--- config.mk ---
export PLATFORM = sky130hd
export DESIGN_NAME = fli_wb_arb
export DESIGN_NICKNAME = d
export VERILOG_FILES = /design/src/rtl/fli_wb_arb.sv
export SDC_FILE = /design/constraint.sdc
export NUM_CORES = 1
export LEC_CHECK = 0
export BUFFER_PORTS_ARGS = -buffer_cell sky130_fd_sc_hd__buf_4
export CORE_MARGIN = 4
export CORE_UTILIZATION = 47
export DETAILED_ROUTE_END_ITERATION = 8
export PLACE_DENSITY = 0.69
export SETUP_SLACK_MARGIN = 0.02
export SYNTH_ARGS = -nofsm -noshare
export SYNTH_HDL_FRONTEND = slang
export SYNTH_SLANG_ARGS = --single-unit
--- constraint.sdc ---
create_clock -name clk -period 7.3 [get_ports clk]
set_input_delay 1.825 -clock clk [delete_from_list [all_inputs] [get_ports clk]]
set_output_delay 1.825 -clock clk [all_outputs]
set_load 0.05 [all_outputs]
--- src/rtl/fli_wb_arb.sv ---
// fli_wb_arb: queues fli immediates and shares the FP register-file write port
// with the FPU result path. FPU normally wins; a starvation counter forces an
// fli write after STARVE consecutive FPU wins while fli work is waiting.
module fli_wb_arb #(
  parameter int FLEN   = 64,
  parameter int DEPTH  = 4,
  parameter int STARVE = 3
) (
  input  logic                       clk,
  input  logic                       reset,
  input  logic                       FliValid,
  input  logic [4:0]                 FliRs1,
  input  logic [1:0]                 FliFmt,
  input  logic [4:0]                 FliRd,
  output logic                       FliReady,
  output logic [4:0]                 FliIdx,
  output logic [1:0]                 FliFmtSel,
  input  logic [FLEN-1:0]            FliImm,
  input  logic                       FpuValid,
  input  logic [4:0]                 FpuRd,
  input  logic [FLEN-1:0]            FpuRes,
  output logic                       FpuStall,
  input  logic                       Flush,
  input  logic [4:0]                 Query,
  output logic                       QueryHit,
  output logic [$clog2(DEPTH+1)-1:0] FliCount,
  output logic                       FRegWrite,
  output logic [4:0]                 FRegAdr,
  output logic [FLEN-1:0]            FRegWD
);

  localparam int PW = $clog2(DEPTH);
  localparam int CW = $clog2(DEPTH+1);
  localparam int SW = $clog2(STARVE+1);

  logic [4:0]      rd_q  [DEPTH];
  logic [4:0]      rd_d  [DEPTH];
  logic [FLEN-1:0] imm_q [DEPTH];
  logic [FLEN-1:0] imm_d [DEPTH];
  logic [PW-1:0]   head_q, head_d, tail_q, tail_d;
  logic [CW-1:0]   count_q, count_d;
  logic [SW-1:0]   starve_q, starve_d;
  logic            we_q, we_d;
  logic [4:0]      adr_q, adr_d;
  logic [FLEN-1:0] wd_q, wd_d;

  logic non_empty, enq, fpu_gnt, fli_gnt, query_hit;
  logic [PW-1:0] off;

  assign FliIdx    = FliRs1;
  assign FliFmtSel = FliFmt;
  assign FliCount  = count_q;
  assign FRegWrite = we_q;
  assign FRegAdr   = adr_q;
  assign FRegWD    = wd_q;

  // Accept/arbitrate: a flushing queue is treated as empty so only FPU can win.
  always_comb begin
    non_empty = (count_q != '0) & ~Flush;
    FliReady  = ~reset & (count_q != CW'(DEPTH)) & ~Flush;
    enq       = FliValid & FliReady;
    fpu_gnt   = 1'b0;
    fli_gnt   = 1'b0;
    starve_d  = '0;
    if (!reset) begin
      if (FpuValid && !non_empty) begin
        fpu_gnt = 1'b1;
      end else if (!FpuValid && non_empty) begin
        fli_gnt = 1'b1;
      end else if (FpuValid && non_empty) begin
        if (starve_q < SW'(STARVE)) begin
          fpu_gnt  = 1'b1;
          starve_d = starve_q + SW'(1);
        end else begin
          fli_gnt = 1'b1;
        end
      end
    end
    FpuStall = fli_gnt & FpuValid;
  end

  // FIFO pointer, occupancy and storage next state.
  always_comb begin
    head_d  = head_q;
    tail_d  = tail_q;
    count_d = count_q;
    rd_d    = rd_q;
    imm_d   = imm_q;
    if (Flush) begin
      head_d  = '0;
      tail_d  = '0;
      count_d = '0;
    end else begin
      if (enq) begin
        rd_d[tail_q]  = FliRd;
        imm_d[tail_q] = FliImm;
        tail_d        = tail_q + PW'(1);
      end
      if (fli_gnt) head_d = head_q + PW'(1);
      count_d = count_q + CW'(enq) - CW'(fli_gnt);
    end
  end

  // Write-port register: load the winner, otherwise hold address/data.
  always_comb begin
    we_d  = fpu_gnt | fli_gnt;
    adr_d = adr_q;
    wd_d  = wd_q;
    if (fpu_gnt) begin
      adr_d = FpuRd;
      wd_d  = FpuRes;
    end else if (fli_gnt) begin
      adr_d = rd_q[head_q];
      wd_d  = imm_q[head_q];
    end
  end

  // Hazard lookup over occupied slots; the head being granted still counts.
  always_comb begin
    query_hit = 1'b0;
    off       = '0;
    for (int j = 0; j < DEPTH; j++) begin
      off = PW'(j) - head_q;
      if ((CW'(off) < count_q) && (rd_q[j] == Query)) query_hit = 1'b1;
    end
    QueryHit = query_hit & ~reset;
  end

  // Control state with synchronous reset.
  always_ff @(posedge clk) begin
    if (reset) begin
      head_q   <= '0;
      tail_q   <= '0;
      count_q  <= '0;
      starve_q <= '0;
      we_q     <= 1'b0;
      adr_q    <= '0;
      wd_q     <= '0;
    end else begin
      head_q   <= head_d;
      tail_q   <= tail_d;
      count_q  <= count_d;
      starve_q <= starve_d;
      we_q     <= we_d;
      adr_q    <= adr_d;
      wd_q     <= wd_d;
    end
  end

  // Entry payload storage; validity lives entirely in the pointers and count.
  always_ff @(posedge clk) begin
    rd_q  <= rd_d;
    imm_q <= imm_d;
  end

endmodule

==> results of run 1 <==
[worst max path at each step]
stage	slack, ns	endpoint	cells after the start
global placement	2.46	QueryHit	6
CTS	2.18	QueryHit	7
finish	2.23	QueryHit	7
floorplan	2.22	QueryHit	3
detailed placement	2.46	QueryHit	6
global route	2.03	QueryHit	7
[metrics by stage]
stage          utilization [%]  setup WS (ns)  cells  area [um2]
6_report                  58.9           2.23   1481       17000
5_1_grt                   58.9           2.03   1481       17000
4_1_cts                   58.9           2.18   1481       17000
3_5_place_dp              54.7           2.46   1413       15800
3_3_place_gp              54.7           2.46   1413       15800
2_1_floorplan                -           2.22    856       13800
[registers in the layout (all words and copies together), names as in the netlist]
signal / count
starve_q: 2
tail_q: 2
FRegWrite: 1
imm_q: 256
FRegAdr: 5
FRegWD: 64
head_q: 2
FliCount: 3
rd_q: 20
[cells by family after synthesis]
logic type | count (synthesis) | synth area share (%)
AOI/OAI and AO/OA | 84 | 5.16
muxes | 69 | 11.2
buffers and inverters | 73 | 2.59
DFF | 355 | 71.4
xor gates and xnor gates | 25 | 1.58
and+or+nand+nor | 238 | 6.91
adders and majority gates | 12 | 1.14
[power by group]
group	internal, W	switching [W]
Combinational	0.000124	0.000193
Sequential	0.00222	0.0000195
Clock	0.00110	0.000732
[per-layer routing]
layer | up-vias | global-route usage (%) | wire length, um
met4 | 0 | 4.39 | 530
met1 | 4026 | 24.4 | 12600
li1 | 3715 | - | -
met3 | 42 | 4.16 | 1790
met2 | 233 | 30.8 | 15300
met5 | - | 0 | 0
[cell usage after synthesis, drive strengths merged]
cell type	instances
a2111o	1
a211o	2
a21o	2
a21oi	4
a221oi	1
a311oi	69
a41oi	1
and2	6
buf	39
clkbuf	22
dfxtp	79
edfxtp	276
fa	1
ha	11
inv	12
mux4	69
nand2	143
nand2b	2
nand3	1
nand4	4
nor2	75
nor2b	1
nor3	3
nor4	1
o21ai	2
o311a	1
o31ai	1
or2	1
or3	1
xnor2	17
xor2	8
[critical path: cells and delay by family (launching register included)]
kind | cells | cell delay, ns
and+or+nand+nor | 1 | 0.05
buffers and inverters | 3 | 1.01
adders and majority gates | 1 | 0.34
AOI/OAI and AO/OA | 2 | 0.58
DFF | 1 | 0.75
[layout make-up]
| cell class | count | area, um2 |
|---|---|---|
| Fill cell | 2257 | 11900 |
| Sequential cell | 355 | 9880 |
| Multi-Input combinational cell | 428 | 3630 |
| Timing Repair Buffer | 234 | 1760 |
| Clock buffer | 56 | 1080 |
| Tap cell | 384 | 480 |
| Clock inverter | 12 | 118 |
| Inverter | 12 | 45.0 |
[cells in the final DEF, fill, tap and decap left out, types with 2 or more instances in the layout]
cell type	Yosys	routed
mux4_2	69	69
nand2b_1	2	2
a211o_1	2	2
clkinv_2	0	5
a311oi_1	69	69
nand4_1	4	4
and2_4	0	4
xor2_1	8	8
a21o_1	2	2
dfxtp_4	0	2
and2_1	6	2
clkbuf_16	0	39
clkbuf_8	0	4
nor2_1	74	74
inv_1	11	11
bufinv_16	0	2
a21oi_1	4	4
edfxtp_1	276	276
clkbuf_1	22	13
buf_4	14	234
xnor2_1	17	17
nor3_1	3	3
clkinv_1	0	2
dfxtp_1	79	77
ha_1	11	11
nand2_1	143	143
==> results.tsv, run 1 <==
stage	metric	value	unit
floorplan	boundary pin count	238	
worst_setup_path	WS Path Type	reg -> out	
worst_setup_path	crit end category	primary output	
floorplan	die area	32200	um2
drt	Vias/cell	5.41	
sta	pins over their slew limit	0	
power	Pwr Total	0.00438	W
worst_setup_path	critical path fanouts, max	37	
worst_setup_path	CP startpoint	head_q[1]	
worst_hold_path	WHS Path Cells	1	
yosys	largest cells by area after synthesis	edfxtp_1 60%, dfxtp_1 11%, mux4_2 11%, a311oi_1 4.4%, nand2_1 3.9%	
place	number of port buffers	223	
floorplan	Core Area	28900	um2
worst_setup_path	Critical Path RT	5.48	ns
worst_setup_path	worst-path cell chain	buf_4 -> inv_1 -> ha_1 -> nor2b_1 -> a2111o_1 -> a41oi_1 -> buf_4	
worst_setup_path	R2R setup slack	4.30	ns
global_route	first-pass GRT wire length	47.0	mm
clocking	hold_buf cts	0	
floorplan	Die Height	180	um
yosys	most area-hungry cell type in the Yosys netlist	edfxtp_1	
yosys	Mapped Cells	856	
layout	nets	1236	
drt	antenna viol nets, final	0	
yosys	#FFs+latches synth	355	
drt	number of DRC markers in iteration 0	561	
yosys	Mapped Nets	1023	
worst_setup_path	r2r startpoint	starve_q[0]	
sta	Post-Route Skew	0.0143	ns
global_route	initial antenna violation count	0	
layout	share of layout cells above drive strength 1	33.5	%
global_route	vias in the first global route	8370	
power	power density over cell area	258	nW/um2
drt	Detailed Route WL	30.2	mm
clocking	post-CTS resize count	0	
run_status	outcome	finished clean	
power	Peak VDD IR	0.164	mV
place	HPWL after DPL	18.5	mm
drt	TritonRoute pass-1 iters	5	
sta	Period minus WS final	5.07	ns
worst_setup_path	FF-to-FF path depth	13	
worst_setup_path	Slowest cell on crit path	dfxtp_4	
sta	Fmax achieved	0.197	GHz
clocking	CTS root buffer	clkbuf_16	
flow_run	Max-Cap Viols	0	
worst_hold_path	hold path start	starve_q[0]	
clocking	clk sinks	355	
clocking	CTS Buf Count	38	
drt	routed vias	8016	
clocking	htree depth	2	
clocking	Skew-Pair Late Insertion Delay	0.51	ns
power	Static Leakage	5.88	nW
drt	# DRC	0	
sta	Setup Viol. Count Final	0	
layout	Synth-to-Final Area Change	22.8	%
clocking	clk buf depth	3	
layout	total inserted antenna cells	0	
worst_hold_path	Hold EP	starve_q[0]	
sta	final hold slack	0.434	ns
worst_setup_path	r2r endpoint	FliCount[2]	
yosys	Yosys top cell area share	59.9	%
floorplan	Initial Util	47.9	%
sta	Rel. slew slack	40.4	%
worst_hold_path	HP Class	reg -> reg	
global_route	grt total ovfl	0	
worst_setup_path	Worst Path Arrival	3.25	ns
worst_setup_path	Top cell by count, worst path	buf_4	
clocking	setup bufs post-CTS	0	
floorplan	DIE WIDTH	180	um
sta	unrepaired setup endpoints after global routing	false	
yosys	synthesized area per cell	16.2	um2
clocking	Reg clk slew, reported paths	0.06	ns
global_route	largest net degree at the start of global routing	90	
yosys	Netlist Area Pre-Place	13800	um2
yosys	Netlist cell types	35	
floorplan	Rows	62	
sta	Tcrit/Tclk final	69.5	%
drt	routed len/inst	20.4	um
worst_setup_path	CP max stage delay	0.75	ns
sta	endpoints failing hold	0	
worst_setup_path	critical path launch point type	register	
yosys	synth warn	0	
clocking	CTS tree	done	
place	Placer Congestion	0.777	
sta	Tightest Pin Transition	0.895	ns
global_route	GRT Util Overall	18.3	%
sta	Setup TNS	0	ns
yosys	Seq/Total Area, Yosys	71.4	%
Power figures use the tool's default switching activity.
==> inputs of run 2 (changes only) <==
PLACE_DENSITY = 0.71   (was 0.69)
clock period = 4.5 ns   (was 7.3 ns; I/O delays follow)
==> run 2 against run 1 <==
Hold slack better by 0.014 ns. Critical path depth stayed put. Combinational power is 64% higher. Sequential share of layout area is 0.72 points lower. Register-to-register slack worse by 2.4 ns. Flip-flop and latch count stayed put. Clock power is 79% higher. Worst setup slack worse by 1.5 ns. First-iteration DRC count is 14% lower. Clock-buffer cell count is 8 lower. Wire length is 2.0% lower. Highest routed layer is now met5.
==> results.tsv, run 2 (same netlist as run 1, synthesis figures left out) <==
stage	metric	value	unit	change
run_status	outcome	finished clean		
drt	Met1 Wirelength	12.7	mm	+0.57%
drt	# DRC	0		unchanged
floorplan	Initial Util	47.9	%	unchanged
clocking	Skew-Pair Late Insertion Delay	0.51	ns	about the same
worst_setup_path	Critical Path RT	3.38	ns	-2.10 ns
clocking	Reg clk slew, reported paths	0.06	ns	about the same
sta	Fmax achieved	0.265	GHz	
flow_run	Max-Cap Viols	0		unchanged
clocking	CTS root buffer	clkbuf_16		
global_route	vias in the first global route	8214		-1.9%
global_route	GRT Util Overall	18.0	%	-0.22 points
worst_hold_path	HP Class	reg -> reg		
global_route	largest net degree at the start of global routing	104		+16%
place	dpl cells	1415		+0.14%
sta	unrepaired setup endpoints after global routing	false		
drt	top routing layer in use	met5		
layout	FILL cells	2213		-1.9%
floorplan	Core Area	28900	um2	unchanged
drt	Detailed Route WL	29.6	mm	-2.0%
power	Peak VDD IR	0.293	mV	+78%
global_route	initial antenna violation count	2		+2
drt	antenna viol nets, final	0		unchanged
worst_setup_path	crit end category	primary output		
floorplan	Rows	62		unchanged
floorplan	DIE WIDTH	180	um	unchanged
floorplan	boundary pin count	238		unchanged
drt	Vias/cell	5.36		-0.98%
worst_setup_path	Worst Path Arrival	2.65	ns	-0.60 ns
worst_setup_path	critical path launch point type	register		
sta	Tcrit/Tclk final	83.9	%	
layout	design area	17200	um2	+1.3%
layout	nets	1237		+0.081%
worst_setup_path	critical path fanouts, max	34		-8.1%
drt	DR WL met2	14.6	mm	-5.1%
clocking	setup bufs post-CTS	0		unchanged
place	HPWL after DPL	18.6	mm	+0.49%
clocking	post-CTS resize count	0		unchanged
place	Placer Congestion	0.751		-3.2%
layout	Util after Layout	59.6	%	+0.74 points
drt	routed len/inst	20.0	um	-2.1%
global_route	first-pass GRT wire length	46.7	mm	-0.46%
drt	number of DRC markers in iteration 0	481		-14%
power	Pwr Total	0.00743	W	+69%
layout	Seq. cell area	9880	um2	unchanged
drt	TritonRoute pass-1 iters	4		-1
sta	endpoints failing hold	0		unchanged
floorplan	Die Height	180	um	unchanged
clocking	clk sinks	355		unchanged
clocking	hold_buf cts	0		unchanged
global_route	grt total ovfl	0		unchanged
place	area post-placement	15900	um2	+0.49%
sta	Rel. slew slack	44.7	%	+4.3 points
clocking	CTS Buf Count	37		-2.6%
clocking	CTS tree	done		
layout	most frequent cells in the layout	276 x edfxtp_1, 231 x buf_4, 143 x nand2_1, 77 x dfxtp_1, 74 x nor2_1		
place	number of port buffers	223		unchanged
power	Static Leakage	5.97	nW	+1.5%
layout	total inserted antenna cells	0		unchanged
layout	Multi-input gate area	3630	um2	unchanged
layout	Synth-to-Final Area Change	24.4	%	
drt	met3 WL	1.90	mm	+5.7%
floorplan	die area	32200	um2	unchanged
layout	Final Instance Count excl. Fillers	1482		+0.068%
layout	share of layout cells above drive strength 1	33.9	%	+0.33 points
sta	Setup Viol. Count Final	0		unchanged
sta	Setup TNS	0	ns	unchanged
sta	pins over their slew limit	0		unchanged
layout	commonest non-fill, non-tap cell in the layout	edfxtp_1		
clocking	htree depth	2		unchanged
drt	routed vias	7943		-0.91%
sta	Post-Route Skew	0.00964	ns	-0.00469 ns
layout	number of flip-flops in the largest register	256		unchanged
sta	Period minus WS final	3.78	ns	
clocking	clk buf depth	3		unchanged
sta	Tightest Pin Transition	0.830	ns	-0.0650 ns
worst_setup_path	WS Path Type	reg -> out		
layout	Reg with most FFs	imm_q		
power	power density over cell area	432	nW/um2	+67%
-- run 2: cell count changes in the layout (fill, tap and decap cells not counted), sizes merged --
cell    change
clkbuf      -8
bufinv      +6
buf         +2
clkinv      +1
-- run 2: per-stage QoR --
stage / hold slack, ns / setup WS, ns
global placement: 0.419 / 0.951
finish: 0.448 / 0.723
global route: 0.482 / 0.596
detailed placement: 0.437 / 0.961
CTS: 0.447 / 0.669
floorplan: 0.405 / 0.691
-- run 2: cell type report --
type                            count  area share (%)
Sequential cell                   355            57.4
Multi-Input combinational cell    428            21.1
Timing Repair Buffer              236            10.7
Clock buffer                       48            6.05
Tap cell                          384            2.79
Clock inverter                     19            1.71
Inverter                           12           0.262
-- run 2: worst paths after layout --
| check | startpoint | end | slack (ns) | depth (start not counted) |
|---|---|---|---|---|
| setup / recovery | head_q[1] | QueryHit | 0.72 | 7 |
| hold / removal | starve_q[0] | starve_q[0] | 0.45 | 1 |
| setup reg to reg | head_q[0] | FRegWD[26] | 1.85 | 5 |
| hold reg to reg | starve_q[0] | starve_q[0] | 0.45 | 1 |
-- run 2: critical path, cell delays in order (launching register included) --
cell	delay, ns
dfxtp_4	0.66
xnor2_1	0.21
inv_1	0.07
ha_1	0.18
a21o_1	0.17
a211o_1	0.27
a41oi_1	0.33
buf_4	0.27
-- run 2: power by group --
part | switching [W] | internal [W] | leakage (nW)
clock network | 0.00119 | 0.00209 | 0.648
logic | 0.000316 | 0.000203 | 2.17
registers | 0.0000297 | 0.00360 | 3.15
-- run 2: per-layer routing --
| metal | global-route usage (%) | vias to the layer above |
|---|---|---|
| li1 | - | 3710 |
| met1 | 24.2 | 3955 |
| met2 | 29.8 | 229 |
| met3 | 5.17 | 45 |
| met4 | 3.96 | 4 |
| met5 | 0 | - |
